`config.mk`:
```
export PLATFORM = sky130hd
export DESIGN_NAME = parking_gate_controller
export DESIGN_NICKNAME = d
export VERILOG_FILES = /design/src/rtl/parking_gate_controller.sv
export SDC_FILE = /design/constraint.sdc
export NUM_CORES = 1
export LEC_CHECK = 0
export CAP_MARGIN = 20
export CELL_PAD_IN_SITES_DETAIL_PLACEMENT = 1
export CELL_PAD_IN_SITES_GLOBAL_PLACEMENT = 2
export CORE_MARGIN = 2
export CORE_UTILIZATION = 35
export CTS_CLUSTER_DIAMETER = 80
export DETAILED_ROUTE_END_ITERATION = 6
export GPL_TIMING_DRIVEN = 0
export PLACE_DENSITY = 0.94
export SLEW_MARGIN = 40
export SYNTH_ARGS = -nofsm -noshare
export SYNTH_HDL_FRONTEND = slang
export SYNTH_SLANG_ARGS = --single-unit
```
`constraint.sdc`:
```
create_clock -name clk -period 10.1 [get_ports clk]
set_clock_uncertainty 0.15 [all_clocks]
set_input_delay 1.01 -clock clk [delete_from_list [all_inputs] [get_ports clk]]
set_output_delay 1.01 -clock clk [all_outputs]
set_load 0.02 [all_outputs]
```
`src/rtl/parking_gate_controller.sv`:
```
// Parking gate sequencer: arbitrates entry/exit requests, allocates the lowest
// free slot, owns the occupancy register and times out an unused open gate.
module parking_gate_controller #(
  parameter int NUM_SLOTS    = 8,
  parameter int IDX_W        = 3,
  parameter int GATE_TIMEOUT = 16
) (
  input  logic                 clk,
  input  logic                 reset,
  input  logic                 entry_req,
  input  logic                 exit_req,
  input  logic [IDX_W-1:0]     exit_slot,
  input  logic                 car_passed,
  output logic                 gate_open,
  output logic                 assign_valid,
  output logic [IDX_W-1:0]     assigned_slot,
  output logic                 exit_err,
  output logic                 busy,
  output logic                 full,
  output logic [IDX_W:0]       free_count,
  output logic [NUM_SLOTS-1:0] occupancy,
  output logic [1:0]           dbg_state
);

  localparam int TMR_W = (GATE_TIMEOUT > 2) ? $clog2(GATE_TIMEOUT) : 1;
  localparam logic [TMR_W-1:0] TMR_LAST = TMR_W'(GATE_TIMEOUT - 1);

  typedef enum logic [1:0] {
    IDLE       = 2'd0,
    ENTRY_OPEN = 2'd1,
    EXIT_OPEN  = 2'd2,
    CLOSE      = 2'd3
  } state_t;

  state_t               state, state_nxt;
  logic [IDX_W-1:0]     slot_q, slot_nxt;
  logic [TMR_W-1:0]     timer_q, timer_nxt;
  logic [NUM_SLOTS-1:0] occ_nxt;
  logic                 assign_nxt, exit_err_nxt;
  logic [IDX_W-1:0]     aslot_nxt;
  logic [IDX_W:0]       free_cnt_nxt;
  logic [IDX_W-1:0]     free_idx;
  logic                 free_found;
  logic                 exit_hit;

  assign dbg_state = state;

  // Requests are single-cycle pulses with no back-pressure: they are acted on
  // only while IDLE, and any request arriving while busy is silently dropped.
  always_comb begin
    free_idx   = '0;
    free_found = 1'b0;
    for (int i = NUM_SLOTS - 1; i >= 0; i--) begin
      if (!occupancy[i]) begin
        free_idx   = IDX_W'(i);
        free_found = 1'b1;
      end
    end
    exit_hit = 1'b0;
    for (int i = 0; i < NUM_SLOTS; i++) begin
      if (exit_slot == IDX_W'(i) && occupancy[i]) exit_hit = 1'b1;
    end
  end

  always_comb begin
    state_nxt    = state;
    occ_nxt      = occupancy;
    slot_nxt     = slot_q;
    timer_nxt    = timer_q;
    assign_nxt   = 1'b0;
    aslot_nxt    = assigned_slot;
    exit_err_nxt = 1'b0;
    case (state)
      IDLE: begin
        timer_nxt = '0;
        if (exit_req && exit_hit) begin
          state_nxt = EXIT_OPEN;
          slot_nxt  = exit_slot;
        end else begin
          if (exit_req) exit_err_nxt = 1'b1;
          if (entry_req && free_found) begin
            occ_nxt[free_idx] = 1'b1;
            slot_nxt          = free_idx;
            aslot_nxt         = free_idx;
            assign_nxt        = 1'b1;
            state_nxt         = ENTRY_OPEN;
          end
        end
      end
      ENTRY_OPEN: begin
        if (car_passed) begin
          state_nxt = CLOSE;
        end else if (timer_q == TMR_LAST) begin
          occ_nxt[slot_q] = 1'b0;
          state_nxt       = CLOSE;
        end else begin
          timer_nxt = timer_q + TMR_W'(1);
        end
      end
      EXIT_OPEN: begin
        if (car_passed) begin
          occ_nxt[slot_q] = 1'b0;
          state_nxt       = CLOSE;
        end else if (timer_q == TMR_LAST) begin
          state_nxt = CLOSE;
        end else begin
          timer_nxt = timer_q + TMR_W'(1);
        end
      end
      CLOSE: state_nxt = IDLE;
      default: state_nxt = IDLE;
    endcase
    // Status outputs are derived from the next occupancy so they move together.
    free_cnt_nxt = '0;
    for (int i = 0; i < NUM_SLOTS; i++) begin
      if (!occ_nxt[i]) free_cnt_nxt = free_cnt_nxt + (IDX_W + 1)'(1);
    end
  end

  always_ff @(posedge clk) begin
    if (reset) begin
      state         <= IDLE;
      slot_q        <= '0;
      timer_q       <= '0;
      occupancy     <= '0;
      gate_open     <= 1'b0;
      assign_valid  <= 1'b0;
      assigned_slot <= '0;
      exit_err      <= 1'b0;
      busy          <= 1'b0;
      full          <= 1'b0;
      free_count    <= (IDX_W + 1)'(NUM_SLOTS);
    end else begin
      state         <= state_nxt;
      slot_q        <= slot_nxt;
      timer_q       <= timer_nxt;
      occupancy     <= occ_nxt;
      gate_open     <= (state_nxt == ENTRY_OPEN) || (state_nxt == EXIT_OPEN);
      assign_valid  <= assign_nxt;
      assigned_slot <= aslot_nxt;
      exit_err      <= exit_err_nxt;
      busy          <= (state_nxt != IDLE);
      full          <= &occ_nxt;
      free_count    <= free_cnt_nxt;
    end
  end

endmodule

```
==> results_dict.tcl <==
set metrics [dict create \
    ctsRootBufferMaster "sky130_fd_sc_hd__clkbuf_8" \
    postSynthCellCount 248 \
    worst-path-max-fanout 5 \
    worstSetupStartpointType "input pin" \
    mappedNetlistArea_sq_um 2100 \
    drt_wl_total_mm 5.89 \
    fmax_mhz 160 \
    synth_edf_count 0 \
    mostFrequentLayoutCell "sky130_fd_sc_hd__nor2_1" \
    number_of_antenna_violations_at_the_first_check_in_global_routing 0 \
    r2r_end "free_count[2]$_SDFF_PP0_" \
    worstSetupStartpoint "exit_slot[0]" \
    first_pass_grt_wire_length_mm 9.87 \
    type_of_the_tightest_min_delay_check "register to register" \
    utilization_pct 44.3 \
    worst_skew_late_latency_ns 0.29 \
    port_buffers 29 \
    pin_count_of_the_biggest_net_entering_global_routing 11 \
    r2r.worst_path.cells 21 \
    cts_buffers 5 \
    place.detailed.hpwl_mm 4.58 \
    final_worst_path_period_need_ns 6.25 \
    power.density_cell_area_nw_per_um2 408 \
    initialDrtViolationCount 90 \
    synth.yosys.warnings 0 \
    postLayoutCellArea_sq_um 2590 \
    placement.cell_area_sq_um 2490 \
    die_w_um 81.5 \
    remaining_drc_errors 0 \
    fillCellCount 712 \
    critical_path_arrival_ns 6.28 \
    relSlewSlack_pct 49.2 \
    total_die_area_sq_um 6650 \
    path_class "input pin to register" \
    end_kind "register" \
    area_growth_syn_to_layout_pct 23.2 \
    holdPathEnd "assigned_slot[1]$_SDFFE_PP0P_" \
    grt_overflow_total 0 \
    cp.required_ns 10.13 \
    floorplan.initialDensity_pct 35.9 \
    route.detailed.wl_per_inst_um 16.4 \
    post_cts_hold_buffer_count 0 \
    asyncSetResetFlopFracSynth_pct 0 \
    synth_cell_types 63 \
    synth-seq-area-share_pct 27.6 \
    via_per_inst 5.42 \
    drv_slew 0 \
    rsz0062_at_grt "no" \
    maxCapViolations 0 \
    h-tree-depth 2 \
    post_cts.repair.setup_buffers 0 \
    antenna_cells 0 \
    cts-resized-gates 0 \
    placement_rows 28 \
    max_vdd_drop_v 0.000403 \
    number_of_failing_setup_endpoints_in_the_final_timing_report 0 \
    ant_nets 0 \
    design.portCount 30 \
    hold_path_startpoint "assigned_slot[1]$_SDFFE_PP0P_" \
    route.vias.total 1947 \
    power.leakage_nw 1.02 \
    synth_flop_cell "sky130_fd_sc_hd__dfxtp_1" \
    grt_pass1_vias 1981 \
    clock-sinks 29 \
    status "completed" \
    finalCritPeriodShare_pct 61.9 \
    average_cell_area_after_synthesis_sq_um 8.48 \
    fin_setup_tns_ns 0 \
    clock_transition_at_the_registers_of_the_reported_paths_ns 0.06 \
    tightestPinTransition_ns 0.762 \
    finalHoldViolations 0 \
    cts_tree "yes" \
    hold_path_depth 2 \
    core_sq_um 5850 \
    globalplace.congestion 0.920 \
    overall_die_height_um 81.5 \
    layout-drive-gt1-share_pct 11.3 \
    synth_nets 269 \
    worst-r2r-setup-slack_ns 4.42 \
    num-nets-final 305 \
    mostFrequentLayoutCells "38 x sky130_fd_sc_hd__nor2_1, 29 x sky130_fd_sc_hd__dfxtp_1, 29 x sky130_fd_sc_hd__clkdlybuf4s50_1" \
    ys_seq_elements 29 \
    cts_buffer_depth 2 \
    regToRegStartpoint "dbg_state[0]$_SDFF_PP0_" \
    drt_first_pass_iters 4 \
    gr-usage-all-layers_pct 19.8 \
]
[sequential cells by signal (all words and copies together), names as in the netlist]
| name | flops |
|---|---|
| dbg_state | 2 |
| timer_q | 4 |
| occupancy | 8 |
| full | 1 |
| free_count | 4 |
| gate_open | 1 |
| busy | 1 |
| slot_q | 3 |
| assign_valid | 1 |
| exit_err | 1 |
| assigned_slot | 3 |
[through the flow]
| step | cells | power (mW) | worst slack [ns] | hold slack, ns |
|---|---|---|---|---|
| final | 359 | 1.06 | 3.85 | 0.350 |
| after global routing | 359 | 1.16 | 3.56 | 0.399 |
| after CTS | 359 | 1.07 | 3.82 | 0.363 |
| after detailed placement | 352 | 0.948 | 3.54 | 0.347 |
| after global placement | 352 | 0.905 | 3.64 | 0.340 |
| after floorplan | 248 | 0.765 | 4.64 | 0.341 |
[synthesized netlist by cell type, types with 2 or more instances]
cell | instances | area, sq um
sky130_fd_sc_hd__a21oi_1 | 16 | 80.1
sky130_fd_sc_hd__nand3_1 | 3 | 15.0
sky130_fd_sc_hd__ha_1 | 13 | 163
sky130_fd_sc_hd__xnor2_1 | 3 | 26.3
sky130_fd_sc_hd__o31ai_1 | 2 | 15.0
sky130_fd_sc_hd__and3_1 | 2 | 12.5
sky130_fd_sc_hd__xnor2_2 | 2 | 32.5
sky130_fd_sc_hd__nor2_2 | 3 | 18.8
sky130_fd_sc_hd__nand4_1 | 4 | 25.0
sky130_fd_sc_hd__a31oi_1 | 5 | 31.3
sky130_fd_sc_hd__o211ai_1 | 2 | 15.0
sky130_fd_sc_hd__a211o_1 | 2 | 17.5
sky130_fd_sc_hd__nor2_1 | 38 | 143
sky130_fd_sc_hd__nor3_1 | 9 | 45.0
sky130_fd_sc_hd__xor2_1 | 5 | 43.8
sky130_fd_sc_hd__a31o_2 | 3 | 26.3
sky130_fd_sc_hd__dfxtp_1 | 29 | 581
sky130_fd_sc_hd__nand2_1 | 14 | 52.6
sky130_fd_sc_hd__a21o_1 | 3 | 22.5
sky130_fd_sc_hd__mux2_2 | 2 | 22.5
sky130_fd_sc_hd__or2_1 | 2 | 12.5
sky130_fd_sc_hd__nor2b_1 | 8 | 50.1
sky130_fd_sc_hd__mux2i_1 | 8 | 80.1
sky130_fd_sc_hd__a22oi_1 | 2 | 15.0
sky130_fd_sc_hd__inv_1 | 11 | 41.3
sky130_fd_sc_hd__o21ai_0 | 10 | 50.1
sky130_fd_sc_hd__clkbuf_1 | 3 | 11.3
sky130_fd_sc_hd__nand2b_1 | 4 | 25.0
sky130_fd_sc_hd__or3_1 | 2 | 12.5
sky130_fd_sc_hd__and2_1 | 2 | 12.5
sky130_fd_sc_hd__nand3b_1 | 3 | 22.5
sky130_fd_sc_hd__nand4b_1 | 2 | 17.5
[critical path, stage by stage]
cell	delay (ns)
sky130_fd_sc_hd__clkdlybuf4s50_1	0.62
sky130_fd_sc_hd__mux4_2	0.53
sky130_fd_sc_hd__nand2b_1	0.23
sky130_fd_sc_hd__a21oi_1	0.29
sky130_fd_sc_hd__o21ai_0	0.23
sky130_fd_sc_hd__ha_1	0.46
sky130_fd_sc_hd__xor2_1	0.20
sky130_fd_sc_hd__ha_1	0.28
sky130_fd_sc_hd__a21o_1	0.19
sky130_fd_sc_hd__ha_1	0.29
sky130_fd_sc_hd__mux2_2	0.32
sky130_fd_sc_hd__ha_1	0.30
sky130_fd_sc_hd__and2_1	0.14
sky130_fd_sc_hd__nor2b_1	0.12
sky130_fd_sc_hd__a221o_1	0.34
sky130_fd_sc_hd__ha_1	0.22
sky130_fd_sc_hd__nor2b_1	0.13
sky130_fd_sc_hd__and2_1	0.19
sky130_fd_sc_hd__o21ba_1	0.18
[cells by family (layout without fill, tap and decap cells)]
kind of cell / Yosys count / in the layout / synth area share (%)
multiplexers: 12 / 12 / 7.02
adder cells (fa/ha/maj): 13 / 13 / 7.73
flip-flops: 29 / 29 / 27.6
AND/OR/NAND/NOR: 101 / 101 / 24.3
XOR/XNOR: 12 / 12 / 7.26
buffers and inverters: 17 / 53 / 3.63
AO/OA/AOI/OAI: 64 / 64 / 22.5
[worst max path at each step]
stage                                to  slack, ns
2_1_floorplan  free_count[2]$_SDFF_PP0_       4.64
3_3_place_gp   free_count[2]$_SDFF_PP0_       3.64
3_5_place_dp   free_count[2]$_SDFF_PP0_       3.54
4_1_cts        free_count[2]$_SDFF_PP0_       3.82
5_1_grt        free_count[2]$_SDFF_PP0_       3.56
6_report       free_count[2]$_SDFF_PP0_       3.85
[where the power goes]
part / switching, mW / internal (mW)
combinational: 0.415 / 0.370
sequential: 0.0166 / 0.139
clock: 0.0459 / 0.0716
total: 0.478 / 0.580
[layout make-up]
type	count	area, sq um	area share, %
Buffer	6	35.0	1.35
Clock buffer	5	68.8	2.66
Clock inverter	2	35.0	1.35
Inverter	11	41.3	1.59
Multi-Input combinational cell	202	1450	55.8
Sequential cell	29	581	22.4
Tap cell	75	93.8	3.62
Timing Repair Buffer	29	290	11.2
[routing by layer]
layer | routed length [um] | share of wire, % | vias to the layer above | global-route usage [%]
li1 | - | - | 968 | -
met1 | 2850 | 48 | 932 | 27.2
met2 | 2750 | 47 | 38 | 31.1
met3 | 179 | 3.0 | 9 | 3.63
met4 | 109 | 1.9 | 0 | 6.78
met5 | 0 | 0 | - | 0
(Power assumes the default switching activity.)
